<file path="src/rtl/key_code_capture_if.sv">
// ---------------------------------------------------------------------------
// key_code_capture_if
// Bundles the key encoder inputs and the code FIFO output stream of
// key_code_capture.
//   y_in, valid_in : raw 2-bit key code and key-down flag (asynchronous)
//   out_code       : code at the FIFO head
//   out_valid      : FIFO not empty
//   out_ready      : consumer accept; pop when out_valid && out_ready
//   fifo_count     : FIFO occupancy
//   overflow       : sticky "code dropped" flag
//   ovf_clr        : synchronous clear of overflow
// Modports: master = encoder/consumer side, slave = capture block.
// ---------------------------------------------------------------------------
interface key_code_capture_if #(
    parameter int FIFO_DEPTH = 4
);
    logic [1:0]                    y_in;
    logic                          valid_in;
    logic [1:0]                    out_code;
    logic                          out_valid;
    logic                          out_ready;
    logic [$clog2(FIFO_DEPTH):0]   fifo_count;
    logic                          overflow;
    logic                          ovf_clr;

    modport master (
        output y_in, valid_in, out_ready, ovf_clr,
        input  out_code, out_valid, fifo_count, overflow
    );

    modport slave (
        input  y_in, valid_in, out_ready, ovf_clr,
        output out_code, out_valid, fifo_count, overflow
    );
endinterface

</file>
<file path="src/rtl/key_code_capture.sv">
// ---------------------------------------------------------------------------
// key_code_capture
// Synchronizes a 2-bit key code from a priority encoder, debounces press and
// release, and queues each accepted press code into a small FIFO.
// Ports:
//   clk   : clock, all state updates on rising edge
//   rst_n : asynchronous active-low reset
//   bus   : key_code_capture_if.slave (encoder inputs, FIFO output stream,
//           occupancy, sticky overflow and its clear)
// Parameters: DEBOUNCE_CYCLES (2..255), FIFO_DEPTH (power of two, 2..16),
//   REPEAT_CYCLES (auto-repeat interval).
// Macro KEY_CAPTURE_REPEAT_EN: when defined, a held key re-pushes its code
//   every REPEAT_CYCLES cycles while in PRESSED; when undefined, exactly one
//   push per accepted press.
// ---------------------------------------------------------------------------
module key_code_capture #(
    parameter int DEBOUNCE_CYCLES = 16,
    parameter int FIFO_DEPTH      = 4,
    parameter int REPEAT_CYCLES   = 1024
) (
    input logic            clk,
    input logic            rst_n,
    key_code_capture_if.slave bus
);
    localparam int PTR_W = $clog2(FIFO_DEPTH);
    localparam int CNT_W = PTR_W + 1;

    localparam logic [1:0] IDLE        = 2'd0;
    localparam logic [1:0] DEB_PRESS   = 2'd1;
    localparam logic [1:0] PRESSED     = 2'd2;
    localparam logic [1:0] DEB_RELEASE = 2'd3;

    localparam logic [7:0] DEB_LAST = 8'(DEBOUNCE_CYCLES - 1);

    // ---------------- 2-flop synchronizers ----------------
    logic [1:0] code_meta_q, s_code_q;
    logic       valid_meta_q, s_valid_q;

    // NOTE: clocked state uses non-blocking (<=) so every flop samples the
    // pre-edge value of the others; blocking here would collapse the chain.
    always_ff @(posedge clk or negedge rst_n) begin
        if (!rst_n) begin
            code_meta_q  <= 2'b00;
            s_code_q     <= 2'b00;
            valid_meta_q <= 1'b0;
            s_valid_q    <= 1'b0;
        end else begin
            code_meta_q  <= bus.y_in;
            s_code_q     <= code_meta_q;
            valid_meta_q <= bus.valid_in;
            s_valid_q    <= valid_meta_q;
        end
    end

    // ---------------- Debounce FSM ----------------
    logic [1:0] state_q, state_d;
    logic [7:0] cnt_q, cnt_d;
    logic [1:0] cap_code_q, cap_code_d;
    logic       push;

    // NOTE: every output of this block gets a default first, so no path
    // leaves a variable unassigned and no latch is inferred.
    always_comb begin
        state_d    = state_q;
        cnt_d      = cnt_q;
        cap_code_d = cap_code_q;
        push       = 1'b0;
        case (state_q)
            IDLE: begin
                if (s_valid_q) begin
                    cap_code_d = s_code_q;
                    cnt_d      = 8'd1;
                    state_d    = DEB_PRESS;
                end
            end
            DEB_PRESS: begin
                if (!s_valid_q) begin
                    state_d = IDLE;
                end else if (s_code_q != cap_code_q) begin
                    // Code moved while settling: restart on the new code.
                    cap_code_d = s_code_q;
                    cnt_d      = 8'd1;
                end else if (cnt_q == DEB_LAST) begin
                    push    = 1'b1;
                    state_d = PRESSED;
                end else begin
                    cnt_d = cnt_q + 8'd1;
                end
            end
            PRESSED: begin
                if (!s_valid_q) begin
                    cnt_d   = 8'd1;
                    state_d = DEB_RELEASE;
                end
            end
            DEB_RELEASE: begin
                if (s_valid_q) begin
                    state_d = PRESSED;
                end else if (cnt_q == DEB_LAST) begin
                    state_d = IDLE;
                end else begin
                    cnt_d = cnt_q + 8'd1;
                end
            end
            default: state_d = IDLE;
        endcase
    end

    always_ff @(posedge clk or negedge rst_n) begin
        if (!rst_n) begin
            state_q    <= IDLE;
            cnt_q      <= 8'd0;
            cap_code_q <= 2'b00;
        end else begin
            state_q    <= state_d;
            cnt_q      <= cnt_d;
            cap_code_q <= cap_code_d;
        end
    end

    // ---------------- Optional auto-repeat ----------------
    logic push_any;

`ifdef KEY_CAPTURE_REPEAT_EN
    localparam int RPT_W = $clog2(REPEAT_CYCLES) + 1;
    localparam logic [RPT_W-1:0] RPT_LAST = RPT_W'(REPEAT_CYCLES - 1);

    logic [RPT_W-1:0] rpt_q, rpt_d;
    logic             rpt_push;

    // Held at zero outside PRESSED, so every entry into PRESSED starts fresh.
    always_comb begin
        rpt_d    = '0;
        rpt_push = 1'b0;
        if (state_q == PRESSED) begin
            if (rpt_q == RPT_LAST) begin
                rpt_push = 1'b1;
            end else begin
                rpt_d = rpt_q + RPT_W'(1);
            end
        end
    end

    always_ff @(posedge clk or negedge rst_n) begin
        if (!rst_n) rpt_q <= '0;
        else        rpt_q <= rpt_d;
    end

    assign push_any = push | rpt_push;
`else
    assign push_any = push;
`endif

    // ---------------- Code FIFO ----------------
    logic [1:0]       mem_q [FIFO_DEPTH];
    logic [PTR_W-1:0] rd_ptr_q, rd_ptr_d, wr_ptr_q;
    logic [CNT_W-1:0] count_q, count_d;
    logic [1:0]       out_code_q, head_d;
    logic             out_valid_q, overflow_q, overflow_d;
    logic             pop, full, push_ok, drop;

    assign pop     = out_valid_q && bus.out_ready;
    assign full    = (count_q == CNT_W'(FIFO_DEPTH));
    // A pop on the same edge frees the slot, so a full FIFO still accepts.
    assign push_ok = push_any && (!full || pop);
    assign drop    = push_any && full && !pop;

    always_comb begin
        rd_ptr_d = pop ? rd_ptr_q + PTR_W'(1) : rd_ptr_q;
        case ({push_ok, pop})
            2'b10:   count_d = count_q + CNT_W'(1);
            2'b01:   count_d = count_q - CNT_W'(1);
            default: count_d = count_q;
        endcase
        // Register the next head; when the FIFO is empty after this edge's
        // pop, the entry being written is the new head and must bypass mem_q.
        head_d = 2'b00;
        if (count_d != '0) begin
            if (push_ok && count_q == CNT_W'(pop)) head_d = cap_code_q;
            else                                   head_d = mem_q[rd_ptr_d];
        end
        // Set wins over a same-cycle clear.
        overflow_d = drop ? 1'b1 : (bus.ovf_clr ? 1'b0 : overflow_q);
    end

    // NOTE: storage has no reset; the pointers and count define what is
    // valid, and the registered head is reset separately.
    always_ff @(posedge clk) begin
        if (push_ok) mem_q[wr_ptr_q] <= cap_code_q;
    end

    always_ff @(posedge clk or negedge rst_n) begin
        if (!rst_n) begin
            rd_ptr_q    <= '0;
            wr_ptr_q    <= '0;
            count_q     <= '0;
            out_code_q  <= 2'b00;
            out_valid_q <= 1'b0;
            overflow_q  <= 1'b0;
        end else begin
            rd_ptr_q    <= rd_ptr_d;
            wr_ptr_q    <= push_ok ? wr_ptr_q + PTR_W'(1) : wr_ptr_q;
            count_q     <= count_d;
            out_code_q  <= head_d;
            out_valid_q <= (count_d != '0);
            overflow_q  <= overflow_d;
        end
    end

    assign bus.out_code   = out_code_q;
    assign bus.out_valid  = out_valid_q;
    assign bus.fifo_count = count_q;
    assign bus.overflow   = overflow_q;

endmodule
</file>
<file path="src/flat_wrapper.sv">
// flat-port wrapper written by rule: the top's interface ports become plain ports
module key_code_capture_flat 
#(
    parameter int DEBOUNCE_CYCLES = 16,
    parameter int FIFO_DEPTH      = 4,
    parameter int REPEAT_CYCLES   = 1024
)
  (clk, rst_n, bus_y_in, bus_valid_in, bus_out_ready, bus_ovf_clr, bus_out_code, bus_out_valid, bus_fifo_count, bus_overflow);
  key_code_capture_if #(.FIFO_DEPTH(FIFO_DEPTH)) bus_i ();
  input logic clk;
  input logic rst_n;
  input wire logic [$bits(bus_i.y_in)-1:0] bus_y_in;
  input wire logic [$bits(bus_i.valid_in)-1:0] bus_valid_in;
  input wire logic [$bits(bus_i.out_ready)-1:0] bus_out_ready;
  input wire logic [$bits(bus_i.ovf_clr)-1:0] bus_ovf_clr;
  output wire logic [$bits(bus_i.out_code)-1:0] bus_out_code;
  output wire logic [$bits(bus_i.out_valid)-1:0] bus_out_valid;
  output wire logic [$bits(bus_i.fifo_count)-1:0] bus_fifo_count;
  output wire logic [$bits(bus_i.overflow)-1:0] bus_overflow;
  assign bus_i.y_in = bus_y_in;
  assign bus_i.valid_in = bus_valid_in;
  assign bus_i.out_ready = bus_out_ready;
  assign bus_i.ovf_clr = bus_ovf_clr;
  assign bus_out_code = bus_i.out_code;
  assign bus_out_valid = bus_i.out_valid;
  assign bus_fifo_count = bus_i.fifo_count;
  assign bus_overflow = bus_i.overflow;
  key_code_capture #(.DEBOUNCE_CYCLES(DEBOUNCE_CYCLES), .FIFO_DEPTH(FIFO_DEPTH), .REPEAT_CYCLES(REPEAT_CYCLES)) u_core (.clk(clk), .rst_n(rst_n), .bus(bus_i));
endmodule
</file>
<file path="config.mk">
export PLATFORM = sky130hd
export DESIGN_NAME = key_code_capture_flat
export DESIGN_NICKNAME = d
export VERILOG_FILES = /design/src/rtl/key_code_capture_if.sv /design/src/rtl/key_code_capture.sv /design/src/flat_wrapper.sv
export SDC_FILE = /design/constraint.sdc
export NUM_CORES = 1
export LEC_CHECK = 0
export CELL_PAD_IN_SITES_DETAIL_PLACEMENT = 1
export CELL_PAD_IN_SITES_GLOBAL_PLACEMENT = 1
export CORE_UTILIZATION = 35
export CTS_CLUSTER_DIAMETER = 120
export CTS_CLUSTER_SIZE = 40
export DETAILED_ROUTE_END_ITERATION = 8
export GPL_ROUTABILITY_DRIVEN = 0
export PLACE_DENSITY_LB_ADDON = 0.12
export REMOVE_ABC_BUFFERS = 1
export SLEW_MARGIN = 20
export SYNTH_ARGS = -nofsm -noshare
export SYNTH_HDL_FRONTEND = slang
export SYNTH_SLANG_ARGS = --single-unit
</file>
<file path="constraint.sdc">
create_clock -name clk -period 3.2 [get_ports clk]
set_clock_uncertainty 0.05 [all_clocks]
set_input_delay 0.64 -clock clk [delete_from_list [all_inputs] [get_ports clk]]
set_output_delay 0.64 -clock clk [all_outputs]
set_load 0.01 [all_outputs]
</file>
* Yosys cells after proc, flatten, opt, wreduce, memory -nomap -nowiden
Memories as Yosys holds them, arrays and structs flattened.
Cells that the tools add are included.
** Storage, ports and cells
- Register bits after elaboration :: 29
- Input bits :: 7
- Memories kept :: 1
- Bits in writable memories :: 8
** Memories
- u_core.mem_q :: words 4, width 2, read ports 1, clocked after memory_dff 0, write ports 1, line key_code_capture.sv:155 : logic [1:0] mem_q [FIFO_DEPTH];
** Operators by class
- Reduce and logical (&&, ||, !) cells :: 15
- Equality and inequality tests :: 17
- Multiplexer cells :: 31
- Add/sub/neg operators :: 5
** Operators with widths (number)
- 2-to-1 mux 8 bit :: 6
- one-hot mux 8 bit (4 select lines) :: 1
- 2-to-1 mux 2 bit :: 13
- adder 8 x 1 -> 8 bit (second input constant) :: 1
- equality test 8 x 4 -> 1 bit (second input constant) :: 1
- 2-to-1 mux 1 bit :: 8
- one-hot mux 2 bit (4 select lines) :: 1
- AND reduction 4 bit :: 2
- equality test 2 bit (second input constant) :: 3
- inequality test 2 x 1 -> 1 bit (second input constant) :: 3
- inequality test 3 bit (second input constant) :: 2
- one-hot mux 3 bit (2 select lines) :: 1
- logical AND 1 bit :: 5
- AND reduction 5 bit :: 1
- adder 2 x 1 -> 2 bit (second input constant) :: 2
- equality test 2 x 1 -> 1 bit (second input constant) :: 2
- inequality test 2 bit (second input constant) :: 2
- one-hot mux 2 bit (2 select lines) :: 1
- nonzero test 2 bit :: 2
- adder 3 x 1 -> 3 bit (second input constant) :: 1
- equality test 3 x 1 -> 1 bit :: 1
- equality test 3 bit (second input constant) :: 1
- inequality test 3 x 1 -> 1 bit (second input constant) :: 1
- nonzero test 3 bit :: 1
- other kinds (5) :: 6

* Logic depth before layout (Yosys ltp)
- Depth after elaboration :: 10
- Depth in mapped cells :: 10
- Depth with buffers taken out :: 10

* Worst setup path after synthesis
Ideal clock, no wire load.
- Path kind :: register to register
- From :: reg u_core.cnt_q[5]
- To :: reg u_core.out_code_q[0] (netlist: u_core.bus.out_code[0])
- Buffers on the path :: 0
- Data arrival time :: 2381 ps
- Cell stages (with the launch flop) :: 10
- Slack :: 638 ps
- Path through :: dfrtp_1 -> or4_4 -> nor2_2 -> a21oi_1 -> fa_1 -> xnor2_1 -> nor4b_1 -> o21ai_1 -> o211ai_1 -> a21oi_1
** Between the ends
- Longest elaborated chain between the ends :: 10
- Elaborated cells on any way between the ends :: 13
** Ends and longest elaborated chain
- start: declaration :: line key_code_capture.sv:57 : logic [7:0] cnt_q, cnt_d;
- start signal: assignment :: line key_code_capture.sv:116 : cnt_q <= cnt_d;
- equality test 8 x 4 -> 1 bit (*) :: line key_code_capture.sv:83 : end else if (cnt_q == DEB_LAST) begin
- 2-to-1 mux 1 bit (*) :: line key_code_capture.sv:83
- 2-to-1 mux 1 bit (*) :: line key_code_capture.sv:79 : end else if (s_code_q != cap_code_q) begin
- 2-to-1 mux 1 bit (*) :: line key_code_capture.sv:77 : if (!s_valid_q) begin
- 2-to-1 mux 1 bit (*) :: line key_code_capture.sv:68 : case (state_q)
- logical AND 1 bit (*) :: line key_code_capture.sv:165 : assign push_ok = push_any && (!full || pop);
- equality test 2 x 1 -> 1 bit or equality test 2 bit (tied branches) :: line key_code_capture.sv:170 : case ({push_ok, pop})
- one-hot mux 3 bit (2 select lines) :: line key_code_capture.sv:170
- nonzero test 3 bit :: line key_code_capture.sv:178 : if (count_d != '0) begin
- 2-to-1 mux 2 bit (*) :: line key_code_capture.sv:178
- via u_core.head_d[0] :: line key_code_capture.sv:158 : logic [1:0] out_code_q, head_d;
- end signal: assignment :: line key_code_capture.sv:197 : out_code_q <= 2'b00;
- end signal: assignment :: line key_code_capture.sv:204 : out_code_q <= head_d;
- end: declaration :: line key_code_capture.sv:158
Mark *: on every way through the listed nets, which the timed path passes. The rest lies on a longest branch.
A chain may end at the register's enable or synchronous reset.

==> reports/qor.txt <==
GLOBAL ROUTING
------------------------------------------------------------------------------------------------------
Number of antenna violations at the first check in global routing                                    0
Global-route usage over all layers                                                               14.9%
Total grt overflow                                                                                   0
Number of global-route vias before repair                                                         1273
First-pass GRT wire length                                                                     5.88 mm
Pin count of the biggest net entering global routing                                                30

PWR
------------------------------------------------------------------------------------------------------
PwrDens                                                                                     653 nW/um2
VDD IR max                                                                                      246 uV
Leakage Power                                                                                 0.827 nW

CTS
------------------------------------------------------------------------------------------------------
Post-CTS Repair Setup Buffers                                                                        0
Clock latency reported for the late side of the worst-skew pair                                 280 ps
Maximum count of clock buffers along a single path                                                   2
CTS tree                                                                                          done
Buffer type at the clock tree root                                                            clkbuf_8
Clock transition at the register clock pins on the worst setup and hold paths after CTS          70 ps
CTS-repair resized insts                                                                             0
Level count of the clock H-tree                                                                      2
Number of CTS-inserted buffers                                                                       5
Number of hold-repair buffers added at the cts stage                                                 0
Number of sinks on the clock net                                                                    37

SETUP PATH
------------------------------------------------------------------------------------------------------
Endpoint of the most critical register-to-register path                                   u_core.bus.out_code[1]$_DFF_PN0_
Data arrival time of the worst path                                                            2790 ps
Longest individual stage delay on the worst path                                                480 ps
Kind of cell adding the most delay to the critical path                                   simple AND/OR/NAND/NOR gates
Worst Path Buf+Inv                                                                                   0
Worst-case reg-to-reg path depth                                                                     9
Type of origin of the critical path                                                               flop
Critical Path End Type                                                                            flop
Cells along the critical path                                                             nand3b_1, nor3_1, a21oi_1, fa_1, xnor2_1, nor4b_1, o21ai_1, o211ai_1, a21oi_1
Crit path depth                                                                                      9
Critical path data required time                                                               3310 ps
CP Capture Point                                                                          u_core.bus.out_code[1]$_DFF_PN0_
FF-to-FF setup slack                                                                            520 ps
Critical path fanouts, max                                                                           6
Critical setup path kind                                                                  flop to flop
Cell with the largest stage delay on the worst path                                               fa_1
Cell occurring most often along the worst timing path                                          a21oi_1

TIMING
------------------------------------------------------------------------------------------------------
Top achievable clock speed                                                                     373 MHz
# setup viols final                                                                                  0
Number of pins with negative max-slew slack in the final report                                      0
Relative slew margins                                                                            69.9%
Transition time at the pin with the least slew margin                                           448 ps
RSZ-0062 raised after global routing                                                             false
Hold Vio Cnt, Final                                                                                  0
Setup TNS after final layout                                                                      0 ps
Final critical-path required period                                                            2680 ps
Portion of the clock cycle consumed by the worst path in the final layout                        83.7%

RUN
------------------------------------------------------------------------------------------------------
Number of maximum-capacitance violations                                                             0

ROUTE
------------------------------------------------------------------------------------------------------
Ratio of routed vias to standard cells                                                            4.95
Vias after detailed routing                                                                       1187
First-pass DRT Iterations                                                                            4
Remaining antenna violation count after routing                                                      0
DR DRC count                                                                                         0
Post-Route WL                                                                                  3.48 mm
Starting DRT DRC Count                                                                              39
Post-DR wirelength/cell                                                                        14.5 um

LOGIC SYNTHESIS
------------------------------------------------------------------------------------------------------
Netlist area before placement                                                                 1740 um2
Adder and majority gate portion of the synthesized area                                          4.76%
Xor and xnor fraction of the mapped netlist area                                                 6.56%
Post-Synthesis Cells                                                                               151
Largest family of logic cells by synthesized area                                         simple AND/OR/NAND/NOR gates
Synth warnings                                                                                       0
Synthesized area per cell                                                                     11.5 um2
Number of flops mapped to enable cells by yosys                                                      8
Synth unique cells                                                                                  41
Part of the Yosys area used for sequential elements                                              55.7%
Async set-reset flop share out of synthesis                                                      78.4%
Most used DFF post-synth                                                                       dfrtp_1
Simple-gate area share of the yosys netlist                                                      15.9%
Flip-flop and latch count after synthesis                                                           37
Share of cell area taken by muxes after synthesis                                                6.13%
Compound-gate portion of the synthesized area                                                    8.87%

FLOORPLAN
------------------------------------------------------------------------------------------------------
X dimension of the die                                                                         72.4 um
Full die area                                                                                 5240 um2
Core region area                                                                              4750 um2
Row count                                                                                           25
Die span in y                                                                                  72.4 um
I/O pins                                                                                            14
Initial Utilization                                                                              36.5%

PLACED DESIGN
------------------------------------------------------------------------------------------------------
Dpl cells                                                                                          232
# port buffers                                                                                      13
Total half-perimeter wirelength after legalization and detailed placement                      2.63 mm

WORST HOLD PATH
------------------------------------------------------------------------------------------------------
Worst Min Path Start                                                                      u_core.code_meta_q[1]$_DFF_PN0_
HP Class                                                                                  flop to flop

FINAL LAYOUT
------------------------------------------------------------------------------------------------------
Number of inserted filler cells in the final layout                                                538
Final cell count without fillers                                                                   240
Antenna fix cells                                                                                    0
Layout Area Growth over Synthesis                                                                18.2%
Fraction of layout cells with a size suffix above 1                                              11.0%
Final #Nets                                                                                        185

STATUS
------------------------------------------------------------------------------------------------------
Status                                                                                    complete, no violations

-- flip-flops by register name, indices dropped and copies added (netlist names), 2 cells and up, named ones only --
| name | cells |
|---|---|
| u_core.cap_code_q | 2 |
| u_core.rd_ptr_q | 2 |
| u_core.cnt_q | 8 |
| u_core.bus.out_code | 2 |
| u_core.wr_ptr_q | 2 |
| u_core.mem_q | 8 |
| u_core.code_meta_q | 2 |
| u_core.bus.fifo_count | 3 |
| u_core.s_code_q | 2 |
-- placed cells by master (no fill, tap or decap), types with 2 or more instances in the layout --
master,instances
buf_4,3
nand3_1,6
xor2_1,6
mux2i_1,5
o211ai_1,3
mux2_2,4
o21bai_1,2
and2_1,4
clkdlybuf4s50_1,13
nand2_1,11
clkinv_2,2
xnor2_1,7
nor2_1,9
a21oi_1,7
nand4_1,3
edfxtp_1,8
dfrtp_1,29
inv_1,8
o21ai_1,2
a22o_1,2
ha_1,5
and3_1,2
clkbuf_8,5
o21ai_0,3
nor3_1,4
-- layout make-up --
type                            instances  area (um2)  area share [%]
Timing Repair Buffer                   16         153            7.44
Sequential cell                        37         966            47.1
Tap cell                               67        83.8            4.09
Clock inverter                          3        17.5           0.854
Clock buffer                            5        68.8            3.36
Multi-Input combinational cell        104         732            35.7
Inverter                                8        30.0            1.46
-- cell families (layout without fill, tap and decap cells) --
group           after synthesis  count (layout)
buf+inv                      10              32
xor+xnor                     13              13
mux                          10              10
fa+ha+maj                     6               6
flops                        37              37
simple gates                 51              51
compound gates               24              24
-- synthesized netlist by cell type (2+ instances only) --
master,n,area (um2)
a21oi_1,7,35.0
a22o_1,2,17.5
and2_1,4,25.0
and3_1,2,12.5
clkbuf_1,2,7.51
dfrtp_1,29,726
edfxtp_1,8,240
ha_1,5,62.6
inv_1,8,30.0
mux2_2,4,45.0
mux2i_1,5,50.1
nand2_1,11,41.3
nand3_1,6,30.0
nand4_1,3,18.8
nor2_1,9,33.8
nor3_1,4,20.0
o211ai_1,3,22.5
o21ai_0,3,15.0
o21ai_1,2,10.0
o21bai_1,2,15.0
xnor2_1,7,61.3
xor2_1,6,52.6
-- routing by layer --
| metal | GRT usage [%] | wire [um] |
|---|---|---|
| met3 | 4.31 | 131 |
| met2 | 24.6 | 1620 |
| met5 | 0 | 0 |
| met1 | 18.7 | 1680 |
| met4 | 5.23 | 53 |
-- worst min path at each step --
| stage | end | slack (ps) | depth (start not counted) |
|---|---|---|---|
| 6_report | u_core.s_code_q[1]$_DFF_PN0_ | 300 | 0 |
| 2_1_floorplan | u_core.s_code_q[0]$_DFF_PN0_ | 280 | 0 |
| 4_1_cts | u_core.s_code_q[1]$_DFF_PN0_ | 300 | 0 |
| 5_1_grt | u_core.s_code_q[0]$_DFF_PN0_ | 310 | 0 |
| 3_3_place_gp | u_core.s_code_q[1]$_DFF_PN0_ | 280 | 0 |
| 3_5_place_dp | u_core.s_code_q[1]$_DFF_PN0_ | 290 | 0 |
-- per-stage QoR --
stage / hold WS (ps) / setup WS (ps) / total power, W / util [%] / instance area, um2
final: 301 / 521 / 0.00134 / 43.1 / 2050
after detailed placement: 286 / 278 / 0.00104 / 41.3 / 1960
after global placement: 283 / 382 / 0.00102 / 41.3 / 1960
after global routing: 310 / 315 / 0.00142 / 43.1 / 2050
after floorplan: 281 / 637 / 0.000875 / - / 1730
after CTS: 303 / 515 / 0.00136 / 43.1 / 2050
-- power breakdown --
part / switching (W) / total, W / internal [W] / leakage [nW]
registers: 0.0000808 / 0.000627 / 0.000546 / 0.419
clock network: 0.000161 / 0.000311 / 0.000150 / 0.0439
logic: 0.000191 / 0.000401 / 0.000210 / 0.364
(Power assumes the default switching activity.)
